File: config.mk
export PLATFORM = sky130hd
export DESIGN_NAME = gumnut_fetch
export DESIGN_NICKNAME = d
export VERILOG_FILES = /design/src/rtl/gumnut_fetch.sv
export SDC_FILE = /design/constraint.sdc
export NUM_CORES = 1
export LEC_CHECK = 0
export CORE_MARGIN = 5
export CORE_UTILIZATION = 43
export DETAILED_ROUTE_END_ITERATION = 10
export GPL_ROUTABILITY_DRIVEN = 1
export PLACE_DENSITY = 0.87
export SKIP_CTS_REPAIR_TIMING = 1
export SKIP_LAST_GASP = 1
export SLEW_MARGIN = 10
export SYNTH_ARGS = -nofsm -noshare
export SYNTH_HDL_FRONTEND = slang
export SYNTH_SLANG_ARGS = --single-unit
File: constraint.sdc
create_clock -name clk_i -period 1.8 [get_ports clk_i]
set_input_delay 0.36 -clock clk_i [delete_from_list [all_inputs] [get_ports clk_i]]
set_output_delay 0.36 -clock clk_i [all_outputs]
set_load 0.02 [all_outputs]
File: src/rtl/gumnut_fetch.sv
// gumnut_fetch -- instruction fetch stage for the Gumnut core.
//
// Keeps the program counter, runs Wishbone-style read cycles on the
// instruction port, and registers each returned word for the decoder
// behind a valid/ready handshake. Control-flow redirects replace the PC
// and any fetch already in flight for the old path is discarded.
//
// Optional feature macro: FETCH_TIMEOUT_EN
//   defined   : bus cycles that see no ack for TIMEOUT_CYCLES cycles are
//               abandoned, err_o pulses once and the fetch is retried.
//   undefined : the bus waits for ack indefinitely and err_o is tied to 0.
//
// Ports:
//   clk_i, rst_i       clock, synchronous active-high reset
//   inst_cyc_o/stb_o   Wishbone cycle/strobe (stb is a copy of cyc)
//   inst_adr_o         fetch address (the PC)
//   inst_ack_i         memory acknowledge
//   inst_dat_i         read data, valid with ack
//   inst_o, pc_o       registered instruction and its address
//   valid_o, ready_i   decoder handshake
//   redirect_i         one-cycle request to fetch from redirect_addr_i
//   redirect_addr_i    redirect target
//   err_o              one-cycle fetch timeout pulse
module gumnut_fetch #(
    parameter int unsigned       ADDR_W         = 12,
    parameter int unsigned       INST_W         = 18,
    parameter logic [ADDR_W-1:0] RESET_PC       = '0,
    parameter int unsigned       TIMEOUT_CYCLES = 15
) (
    input  logic              clk_i,
    input  logic              rst_i,
    output logic              inst_cyc_o,
    output logic              inst_stb_o,
    output logic [ADDR_W-1:0] inst_adr_o,
    input  logic              inst_ack_i,
    input  logic [INST_W-1:0] inst_dat_i,
    output logic [INST_W-1:0] inst_o,
    output logic [ADDR_W-1:0] pc_o,
    output logic              valid_o,
    input  logic              ready_i,
    input  logic              redirect_i,
    input  logic [ADDR_W-1:0] redirect_addr_i,
    output logic              err_o
);

    typedef enum logic [1:0] {
        S_IDLE = 2'd0,
        S_BUS  = 2'd1,
        S_HOLD = 2'd2
    } state_t;

    state_t            state;
    logic [ADDR_W-1:0] pc;
    logic              stale;   // current bus cycle belongs to a redirected-away path
    logic              cyc;
    logic              timeout;

    assign inst_cyc_o = cyc;
    assign inst_stb_o = cyc;
    // The PC register drives the bus address directly, so a redirect during
    // a bus cycle shows the new target on adr while the old cycle completes.
    assign inst_adr_o = pc;

`ifdef FETCH_TIMEOUT_EN
    logic [3:0] wait_cnt;
    logic       err_q;

    // wait_cnt counts completed BUS cycles without ack; the comparison fires
    // in the TIMEOUT_CYCLES-th BUS cycle so cyc is high exactly that long.
    assign timeout = (wait_cnt == 4'(TIMEOUT_CYCLES - 1));
    assign err_o   = err_q;

    always_ff @(posedge clk_i) begin
        if (rst_i) begin
            wait_cnt <= '0;
            err_q    <= 1'b0;
        end else begin
            err_q <= (state == S_BUS) && !inst_ack_i && timeout;
            if (state != S_BUS || inst_ack_i || timeout)
                wait_cnt <= '0;
            else
                wait_cnt <= wait_cnt + 4'd1;
        end
    end
`else
    assign timeout = 1'b0;
    assign err_o   = 1'b0;
`endif

    always_ff @(posedge clk_i) begin
        if (rst_i) begin
            state   <= S_IDLE;
            pc      <= RESET_PC;
            stale   <= 1'b0;
            cyc     <= 1'b0;
            inst_o  <= '0;
            pc_o    <= '0;
            valid_o <= 1'b0;
        end else begin
            case (state)
                S_IDLE: begin
                    if (redirect_i)
                        pc <= redirect_addr_i;
                    cyc   <= 1'b1;
                    state <= S_BUS;
                end

                S_BUS: begin
                    if (inst_ack_i) begin
                        cyc   <= 1'b0;
                        stale <= 1'b0;
                        if (redirect_i) begin
                            // Data for the old path is dropped; refetch at target.
                            pc    <= redirect_addr_i;
                            state <= S_IDLE;
                        end else if (stale) begin
                            // PC already holds the redirect target.
                            state <= S_IDLE;
                        end else begin
                            inst_o  <= inst_dat_i;
                            pc_o    <= pc;
                            pc      <= pc + ADDR_W'(1);
                            valid_o <= 1'b1;
                            state   <= S_HOLD;
                        end
                    end else if (timeout) begin
                        // Abandon the cycle and retry at the current PC.
                        cyc   <= 1'b0;
                        stale <= 1'b0;
                        if (redirect_i)
                            pc <= redirect_addr_i;
                        state <= S_IDLE;
                    end else if (redirect_i) begin
                        // Let the in-flight cycle finish, but mark its data stale.
                        pc    <= redirect_addr_i;
                        stale <= 1'b1;
                    end
                end

                S_HOLD: begin
                    // Redirect takes priority over a consume; both start a new fetch.
                    if (redirect_i || ready_i) begin
                        if (redirect_i)
                            pc <= redirect_addr_i;
                        valid_o <= 1'b0;
                        cyc     <= 1'b1;
                        state   <= S_BUS;
                    end
                end

                default: begin
                    cyc     <= 1'b0;
                    valid_o <= 1'b0;
                    state   <= S_IDLE;
                end
            endcase
        end
    end

endmodule

==> results of run 1 <==
kinds of logic after synthesis:
logic type / synth area share, %
and+or+nand+nor: 24.28
other: 0.1788
DFF: 43.91
adders and majority gates: 0.5966
AOI/OAI and AO/OA: 23.81
buffers and inverters: 6.742
muxes: 0.4773
synth_stat cells (2+ instances only):
| cell | count | area [um^2] |
|---|---|---|
| nor3_1 | 4 | 20.02 |
| nand2_1 | 75 | 281.5 |
| o41ai_1 | 4 | 35.03 |
| buf_2 | 8 | 40.04 |
| and3b_1 | 2 | 17.52 |
| o21ai_0 | 5 | 25.02 |
| clkbuf_1 | 11 | 41.29 |
| a21oi_1 | 39 | 195.2 |
| nand3_1 | 4 | 20.02 |
| a41oi_1 | 2 | 17.52 |
| nor4_1 | 3 | 18.77 |
| nand2b_1 | 2 | 12.51 |
| o21ai_1 | 6 | 30.03 |
| a22o_1 | 4 | 35.03 |
| buf_4 | 2 | 15.01 |
| buf_6 | 2 | 22.52 |
| a221oi_2 | 2 | 30.03 |
| inv_1 | 6 | 22.52 |
| o31ai_1 | 3 | 22.52 |
| nor2_1 | 6 | 22.52 |
| a32o_1 | 4 | 40.04 |
| nand4_1 | 4 | 25.02 |
| dfxtp_1 | 46 | 920.9 |
| nor3b_1 | 2 | 15.01 |
path summary, 6_finish.rpt:
| kind | start | endpoint | slack [ns] |
|---|---|---|---|
| max | state[0] | inst_cyc_o | 0.04 |
| min | rst_i | pc_o[1] | 0.38 |
| max reg2reg | inst_adr_o[3] | inst_adr_o[7] | 0.17 |
| min reg2reg | pc_o[8] | pc_o[8] | 0.46 |
registers in the layout (all words and copies together), names as in the netlist:
| name | flops |
|---|---|
| inst_adr_o | 12 |
| valid_o | 1 |
| inst_o | 18 |
| state | 2 |
| stale | 1 |
| pc_o | 12 |
through the flow:
stage                     setup TNS [ns]  setup WS (ns)  instances  instance area (um^2)
after floorplan                        0         0.1404        264                  2097
after global placement            -6.080        -0.1826        416                  3072
after detailed placement          -9.224        -0.2650        416                  3072
after CTS                        -0.3901        -0.1363        424                  3167
after global routing            -0.03379       -0.03379        424                  3196
final                                  0        0.03641        424                  3196
routing by layer:
layer  track usage [%]  up-vias  wire length [um]
met4             5.574        0                78
met2             33.31       79              2983
met1             22.88     1056              2579
met5                 0        -                 0
met3             5.192       13               429
li1                  -     1105                 -
final cells by class:
| cell class | count | share of cell area (%) |
|---|---|---|
| Clock buffer | 6 | 2.584 |
| Clock inverter | 2 | 0.3915 |
| Inverter | 6 | 0.7048 |
| Multi-Input combinational cell | 189 | 32.77 |
| Sequential cell | 46 | 28.97 |
| Tap cell | 67 | 2.623 |
| Timing Repair Buffer | 108 | 31.95 |
power groups by stage:
stage                     combinational (mW)  sequential [mW]  clock, mW
final                                  0.423             1.11      0.657
after CTS                              0.426             1.11      0.675
after global routing                   0.452             1.12      0.729
after global placement                 0.413             1.13          0
after floorplan                        0.166             1.17          0
after detailed placement               0.423             1.13          0
==> flow_summary.ini, run 1 <==
[power_and_ir_drop]
seq_power_share_pct = 50.7
clkPwrFrac_pct = 30.0
power_leakage_nw = 1.254
vdd_drop_max_uv = 459.8
swShare_pct = 27.61
combPwrFrac_pct = 19.3
p_per_area_mw_per_mm2 = 685.9
p_int_mw = 1.587
p_sw_mw = 0.6052
power_mw = 2.192

[die]
rows = 25
start_util_pct = 44.40
coreArea_mm2 = 0.004723
chipWidth_um = 79.84
io_pins = 81
die_h_um = 79.84
dieArea_mm2 = 0.006374

[yosys]
seq_area_frac_synth_pct = 43.91
synth.distinct_cells = 42
synth.cell_area_mm2 = 0.002097
synth_edf_count = 0
ys_ff_latch = 46
async_flop_share_pct = 0
synth_ff_type = dfxtp_1
synth_nets = 300
syn_area_per_cell_um2 = 7.943
syn_inst = 264
ys_warn_count = 0

[final_layout]
final.fill_count = 392
final_util_pct = 67.66
regArea_um2 = 925.9
drive_gt1_share_pct = 13.73
n_antenna_cell = 0
multiInputGateArea_mm2 = 0.001047
final_cell_mix = 75 x nand2_1, 71 x clkdlybuf4s50_1, 42 x dfxtp_1
fin_nets = 392
final_common_cell = nand2_1
area_growth_pct = 52.39

[critical_path]
worstPathCellList = clkdlybuf4s50_1
criticalPathCategory = reg2out
rr_worst_depth = 4
cp.depth = 1
cp_top_family = buffers and inverters
cp_slowest_cell = clkdlybuf4s50_1
crit_path_max_incr_delay_ns = 0.65
worst-path-buf-inv = 1
crit_path_max_fanout = 11
required_ns = 1.44
end_kind = output pin
crit_path_start_kind = flip-flop
arrival_ns = 1.40

[global_routing]
gr-total-overflow = 0
grtUsageTotal_pct = 19.11
grt_pass1_wl_um = 9818
grt_max_degree = 23
antenna_found_initial = 0
grt_pass1_vias = 2108

[timing]
layout_min_cycle_time_ns = 1.764
setup_viol = 0
rsz0062_at_grt = true
fmax_ghz = 0.5670
finClkSkew_ns = 0.009861
drv_slew = 0
min_period_over_period_pct = 97.98
whs_ns = 0.3813
hold_viol = 0

[clocking]
clock_latency_ns = 0.30
cts_tree = done
cts_buffers = 5
cts_buffer_depth = 2
cts.sinks = 46
cts_root_buffer = clkbuf_8
path_clk_slew_ns = 0.08
htreeDepth = 2

[placed_design]
hpwl_um = 4604
place_congestion = 0.8461
io_buffers = 79

[detailed_routing]
antenna_left = 0
drt_iter0_markers = 121
drc = 0
drt-pass1-iter-count = 4
vias = 2253
finalWirelength_um = 6071
detail_route.vias_per_cell = 5.314
wl_per_cell_um = 14.32

[job]
drv_cap = 0

[hold_path]
min_path_cells = 2
holdCritPathClass = in2reg

[status]
outcome = finished clean
No activity file was read; power rests on OpenSTA's default activity.
==> run 2, diff against run 1 <==
GPL_ROUTABILITY_DRIVEN = unset   (was 1)
==> results of run 2 <==
No change in the layout: final DEF, timing and power equal those of run 1.
